<file path="src/rtl/time_set_ctrl.sv">
// Time-set controller: button-driven editor for an MM:SS BCD time value.
// Buttons are edge-detected, then a three-state FSM (IDLE/EDIT/COMMIT)
// captures the running time, lets the user move a one-hot cursor and
// inc/dec the digit under it, and strobes load_pulse to commit the result.
// An idle edit is abandoned after TIMEOUT_CYCLES cycles without a press.
module time_set_ctrl #(
  parameter logic [31:0] TIMEOUT_CYCLES = 32'd3000000000
) (
  input  logic       clk,
  input  logic       rst_n,
  input  logic       set_btn,
  input  logic       move_right_btn,
  input  logic       move_left_btn,
  input  logic       inc_btn,
  input  logic       dec_btn,
  input  logic [2:0] cur_minutes_tens,
  input  logic [3:0] cur_minutes_ones,
  input  logic [2:0] cur_seconds_tens,
  input  logic [3:0] cur_seconds_ones,
  output logic       set_status,
  output logic [3:0] set_id,
  output logic [3:0] set_num,
  output logic [2:0] load_minutes_tens,
  output logic [3:0] load_minutes_ones,
  output logic [2:0] load_seconds_tens,
  output logic [3:0] load_seconds_ones,
  output logic       load_pulse
);

  typedef enum logic [1:0] {
    IDLE   = 2'd0,
    EDIT   = 2'd1,
    COMMIT = 2'd2
  } state_t;

  // Button vector bit positions.
  localparam int B_SET   = 4;
  localparam int B_RIGHT = 3;
  localparam int B_LEFT  = 2;
  localparam int B_INC   = 1;
  localparam int B_DEC   = 0;

  // Digit index: 0 = minutes tens, 1 = minutes ones, 2 = seconds tens,
  // 3 = seconds ones. Odd indices are ones digits (0..9), even are tens (0..5).
  function automatic logic [3:0] digit_max(input logic [1:0] idx);
    return idx[0] ? 4'd9 : 4'd5;
  endfunction

  logic [4:0]       btn;
  logic [4:0]       btn_prev;
  logic [4:0]       ev;

  state_t           state, state_n;
  logic [1:0]       cursor, cursor_n;
  logic [3:0][3:0]  dig, dig_n;
  logic [31:0]      tmo_cnt, tmo_cnt_n;
  logic             set_status_n;
  logic [3:0]       set_id_n;
  logic [3:0]       set_num_n;
  logic             load_pulse_n;
  logic             ev_edit;
  logic [3:0]       cur_digit;

  assign btn = {set_btn, move_right_btn, move_left_btn, inc_btn, dec_btn};

  // Edge detection: register previous level and the one-cycle event.
  always_ff @(posedge clk or negedge rst_n) begin
    if (!rst_n) begin
      // Previous levels reset high so a button held through reset is not an event.
      btn_prev <= '1;
      ev       <= '0;
    end else begin
      // NOTE: sequential state uses non-blocking assignments so every register
      // samples the pre-edge values regardless of statement order.
      btn_prev <= btn;
      ev       <= btn & ~btn_prev;
    end
  end

  assign ev_edit   = |ev[B_RIGHT:B_DEC];
  assign cur_digit = dig[cursor];

  // Next-state, edit-register and registered-output computation.
  always_comb begin
    // NOTE: every variable gets a default first, so no path leaves one
    // unassigned and no latch is inferred.
    state_n   = state;
    cursor_n  = cursor;
    dig_n     = dig;
    tmo_cnt_n = tmo_cnt;

    unique case (state)
      IDLE: begin
        if (ev[B_SET]) begin
          state_n   = EDIT;
          cursor_n  = 2'd0;
          tmo_cnt_n = '0;
          dig_n[0]  = {1'b0, cur_minutes_tens};
          dig_n[1]  = cur_minutes_ones;
          dig_n[2]  = {1'b0, cur_seconds_tens};
          dig_n[3]  = cur_seconds_ones;
        end
      end

      EDIT: begin
        if (ev[B_SET]) begin
          state_n   = COMMIT;
          tmo_cnt_n = '0;
        end else if (ev_edit) begin
          tmo_cnt_n = '0;
          // Inc/dec act on the digit under the pre-move cursor.
          if (ev[B_INC] && !ev[B_DEC]) begin
            dig_n[cursor] = (cur_digit == digit_max(cursor)) ? 4'd0 : cur_digit + 4'd1;
          end else if (ev[B_DEC] && !ev[B_INC]) begin
            dig_n[cursor] = (cur_digit == 4'd0) ? digit_max(cursor) : cur_digit - 4'd1;
          end
          // Two-bit cursor wraps naturally at both ends.
          if (ev[B_RIGHT] && !ev[B_LEFT]) begin
            cursor_n = cursor + 2'd1;
          end else if (ev[B_LEFT] && !ev[B_RIGHT]) begin
            cursor_n = cursor - 2'd1;
          end
        end else if (tmo_cnt == TIMEOUT_CYCLES - 32'd1) begin
          // Abandon the edit; entered digits stay in the edit registers.
          state_n   = IDLE;
          tmo_cnt_n = '0;
        end else begin
          tmo_cnt_n = tmo_cnt + 32'd1;
        end
      end

      COMMIT: begin
        state_n = IDLE;
      end

      default: begin
        state_n = IDLE;
      end
    endcase

    set_status_n = (state_n != IDLE);
    load_pulse_n = (state_n == COMMIT);
    set_id_n     = set_status_n ? (4'b1000 >> cursor_n) : 4'b0000;
    set_num_n    = set_status_n ? dig_n[cursor_n] : 4'd0;
  end

  // State, edit registers and registered outputs.
  always_ff @(posedge clk or negedge rst_n) begin
    if (!rst_n) begin
      state      <= IDLE;
      cursor     <= 2'd0;
      // NOTE: the edit digits are a handful of flops, not a RAM, so they are
      // reset like any other register to give load_* a defined value.
      dig        <= '0;
      tmo_cnt    <= '0;
      set_status <= 1'b0;
      set_id     <= 4'b0000;
      set_num    <= 4'd0;
      load_pulse <= 1'b0;
    end else begin
      state      <= state_n;
      cursor     <= cursor_n;
      dig        <= dig_n;
      tmo_cnt    <= tmo_cnt_n;
      set_status <= set_status_n;
      set_id     <= set_id_n;
      set_num    <= set_num_n;
      load_pulse <= load_pulse_n;
    end
  end

  assign load_minutes_tens = dig[0][2:0];
  assign load_minutes_ones = dig[1];
  assign load_seconds_tens = dig[2][2:0];
  assign load_seconds_ones = dig[3];

endmodule

</file>
<file path="config.mk">
export PLATFORM = sky130hd
export DESIGN_NAME = time_set_ctrl
export DESIGN_NICKNAME = d
export VERILOG_FILES = /design/src/rtl/time_set_ctrl.sv
export SDC_FILE = /design/constraint.sdc
export NUM_CORES = 1
export LEC_CHECK = 0
export ABC_AREA = 1
export BUFFER_PORTS_ARGS = -buffer_cell sky130_fd_sc_hd__buf_4
export CAP_MARGIN = 10
export CORE_ASPECT_RATIO = 1.75
export CORE_MARGIN = 2
export CORE_UTILIZATION = 29
export DETAILED_ROUTE_END_ITERATION = 10
export PLACE_DENSITY = 0.43
export SYNTH_ARGS = -nofsm -noshare
export SYNTH_HDL_FRONTEND = slang
export SYNTH_SLANG_ARGS = --single-unit
</file>
<file path="constraint.sdc">
create_clock -name clk -period 2.8 [get_ports clk]
set_input_delay 0.42 -clock clk [delete_from_list [all_inputs] [get_ports clk]]
set_output_delay 0.42 -clock clk [all_outputs]
set_load 0.1 [all_outputs]
</file>
==> results.toml <==
[synth]
yosys_warnings = 0
syn_avg_cell_area_sq_um = 6.95
yosysTopAreaCell = "dfrtp_1"
syn_nets = 707
synth_edf_count = 0
synthFlopType = "dfrtp_1"
ys_top_cells_by_area = "dfrtp_1, nand2_1, inv_1, a21oi_1, nor2_1"
synth_area_sq_um = 4710
synth_async_sr_flop_share_pct = 100
synth_cell_type_count = 44
syn_inst = 678
synth.top_cell.area_share_pct = 35.6
seq_area_frac_synth_pct = 38.4
ys_ff_latch = 72

[final_layout]
final-seq-area_sq_um = 1810
finalInstanceArea_sq_um = 5600
final_cell_mix = "nand2_1, inv_1, nor2_1, dfrtp_1"
nNetsFinal = 755
area_delta_synth_final_pct = 18.7
drive_gt1_share_pct = 15.6
fin_cells = 920
layout_commonest_cell = "nand2_1"
multiInputGateArea_sq_um = 2360
insertedDiodeCount = 0
num-fill-cells = 1728

[timing]
slew_violations = 0
rsz0062_at_grt = "no"
finalSetupViolCount = 0
fmax_ghz = 0.387
slew_headroom_pct = 37.6
worst_slack_ps = 214
min_period_over_period_pct = 92.4
fin_skew_ps = 9.61
period_needed_ps = 2590
tightestPinTransition_ps = 936
hold_violations = 0
fin_setup_tns_ps = 0

[clocking]
clk_path_buf_depth = 2
htreeDepth = 3
clkTransAtPathRegs_ps = 60
clock-sinks = 72
clk_latency_ps = 330
post_cts_buffers = 0
tritoncts = "done"
cts_made_buffers = 9
root_buffer = "clkbuf_16"

[die]
die_y_um = 173
die_area_sq_um = 17300
io_pins = 45
num_rows = 61
die_w_um = 100
start_util_pct = 29.7
coreArea_sq_um = 15900

[setup_path]
crit_type = "reg2reg"
worstSetupStartpointType = "flop"
worstPathMaxFanout = 12
endpoint_kind = "flop"
required_ps = 3060
cp.arrival_ps = 2850

[grt]
grt_max_degree = 73
grt_use_met2_pct = 36.7
grt_overflow = 0
met3_usage_pct = 2.55
use_met1_pct = 18.7
antenna_found_initial = 0
grt_pass1_wl_um = 25300
grt_pass1_vias = 4787
busiest_layer = "met2"
grt.total_usage_pct = 19.1

[power_and_ir_drop]
vdd_ir_drop_max_mv = 0.342
p_leak_nw = 2.64
powerDensity_nw_per_um2 = 1240
total_power_w = 0.00692

[routing]
drtIter0Drc = 255
wl_per_cell_um = 17.2
drt_first_pass_iters = 4
routed_wl_um = 15800
via_per_inst = 4.99
antenna_left = 0
drc_errors = 0
vias = 4593

[placement]
dp_hpwl_um = 12600
placed_cell_area_sq_um = 5270
pre_cts_slack_ps = 30.2
gp_congestion = 0.917
io_buffers = 44
dp.cells = 904

[min_path]
min_path_type = "in2reg"

[run]
maxCapViolations = 0

[run_status]
status = "finished, final reports clean"
-- stage by stage --
stage | util [%] | hold WS [ps]
after detailed placement | 33.2 | 467
after CTS | 35.2 | 180
after global routing | 35.2 | 174
final | 35.2 | 195
after floorplan | - | 124
after global placement | 33.2 | 469
-- path summary, 6_finish.rpt --
| path | from | end | slack, ps | cells after the start |
|---|---|---|---|---|
| worst max-delay path | cursor[0]$_DFF_PN0_ | set_num[1]$_DFF_PN0_ | 210 | 18 |
| worst min-delay path | inc_btn | btn_prev[1]$_DFF_PN1_ | 200 | 1 |
| worst max register to register | cursor[0]$_DFF_PN0_ | set_num[1]$_DFF_PN0_ | 210 | 18 |
| worst min register to register | btn_prev[4]$_DFF_PN1_ | ev[4]$_DFF_PN0_ | 480 | 1 |
| max in group asynchronous | rst_n | cursor[1]$_DFF_PN0_ | 1920 | 1 |
| min in group asynchronous | rst_n | tmo_cnt[29]$_DFFE_PN0P_ | 240 | 1 |
-- synthesized netlist by cell type (all sizes together) (6+ instances only) --
library cell	count
nand2	159
inv	102
nor2	77
dfrtp	67
a21oi	64
nand3	46
o21ai	39
buf	21
nor3	20
nand4	13
or2	9
ha	8
xor2	8
clkbuf	6
-- worst max-delay path, stage by stage, from the launching register on --
cell	delay [ps]
dfrtp_1	380
buf_4	190
nand2_1	100
nand3_1	80
nand2_1	160
inv_1	120
ha_1	190
a21boi_1	130
nand2_2	140
nand2_1	170
o21ai_0	230
nand3_1	110
nand2_1	70
nand3_1	100
nand2_1	80
nand2_1	50
inv_1	40
nand2_1	60
nor2_1	110
-- power by group --
part | total [W] | switching [W] | leakage (nW) | internal, W
clock network | 0.00124 | 0.000459 | 0.153 | 0.000785
logic | 0.00412 | 0.00308 | 1.56 | 0.00104
registers | 0.00155 | 0.000285 | 0.922 | 0.00127
-- layout make-up --
| type | count | area share, % |
|---|---|---|
| clock buffers | 10 | 4.09 |
| clock inverters | 6 | 1.68 |
| inverters | 103 | 6.91 |
| multi-input cells | 476 | 42.2 |
| flip-flops and latches | 72 | 32.3 |
| well taps | 189 | 4.23 |
| repair buffers | 64 | 8.59 |
-- registers in the layout, indices dropped and copies added, names as in the netlist, 4 cells and up --
signal / count
set_num: 4
tmo_cnt: 32
set_id: 4
load_minutes_ones: 4
ev: 5
btn_prev: 5
load_seconds_ones: 4
-- cells by family after synthesis --
kind of cell               count (synthesis)  share of synthesized area, %
DFF                                       72                          38.4
and+or+nand+nor                          332                          31.2
buffers and inverters                    130                          11.7
AOI/OAI and AO/OA                        126                          14.7
muxes                                      1                         0.239
xor gates and xnor gates                   9                          1.67
adders and majority gates                  8                          2.12
-- per-layer routing --
metal	vias to the layer above	share of wire [%]
li1	2292	-
met1	2161	35
met2	97	57
met3	43	2.4
met4	0	5.7
met5	-	0
-- what timing repair did --
action                                  in CTS  in global routing
hold endpoints to repair                     0                  0
endpoints found under the setup margin       0                  2
hold buffers                                 0                  0
gates resized for setup                      0                  4
No activity file was read; power rests on OpenSTA's default activity.
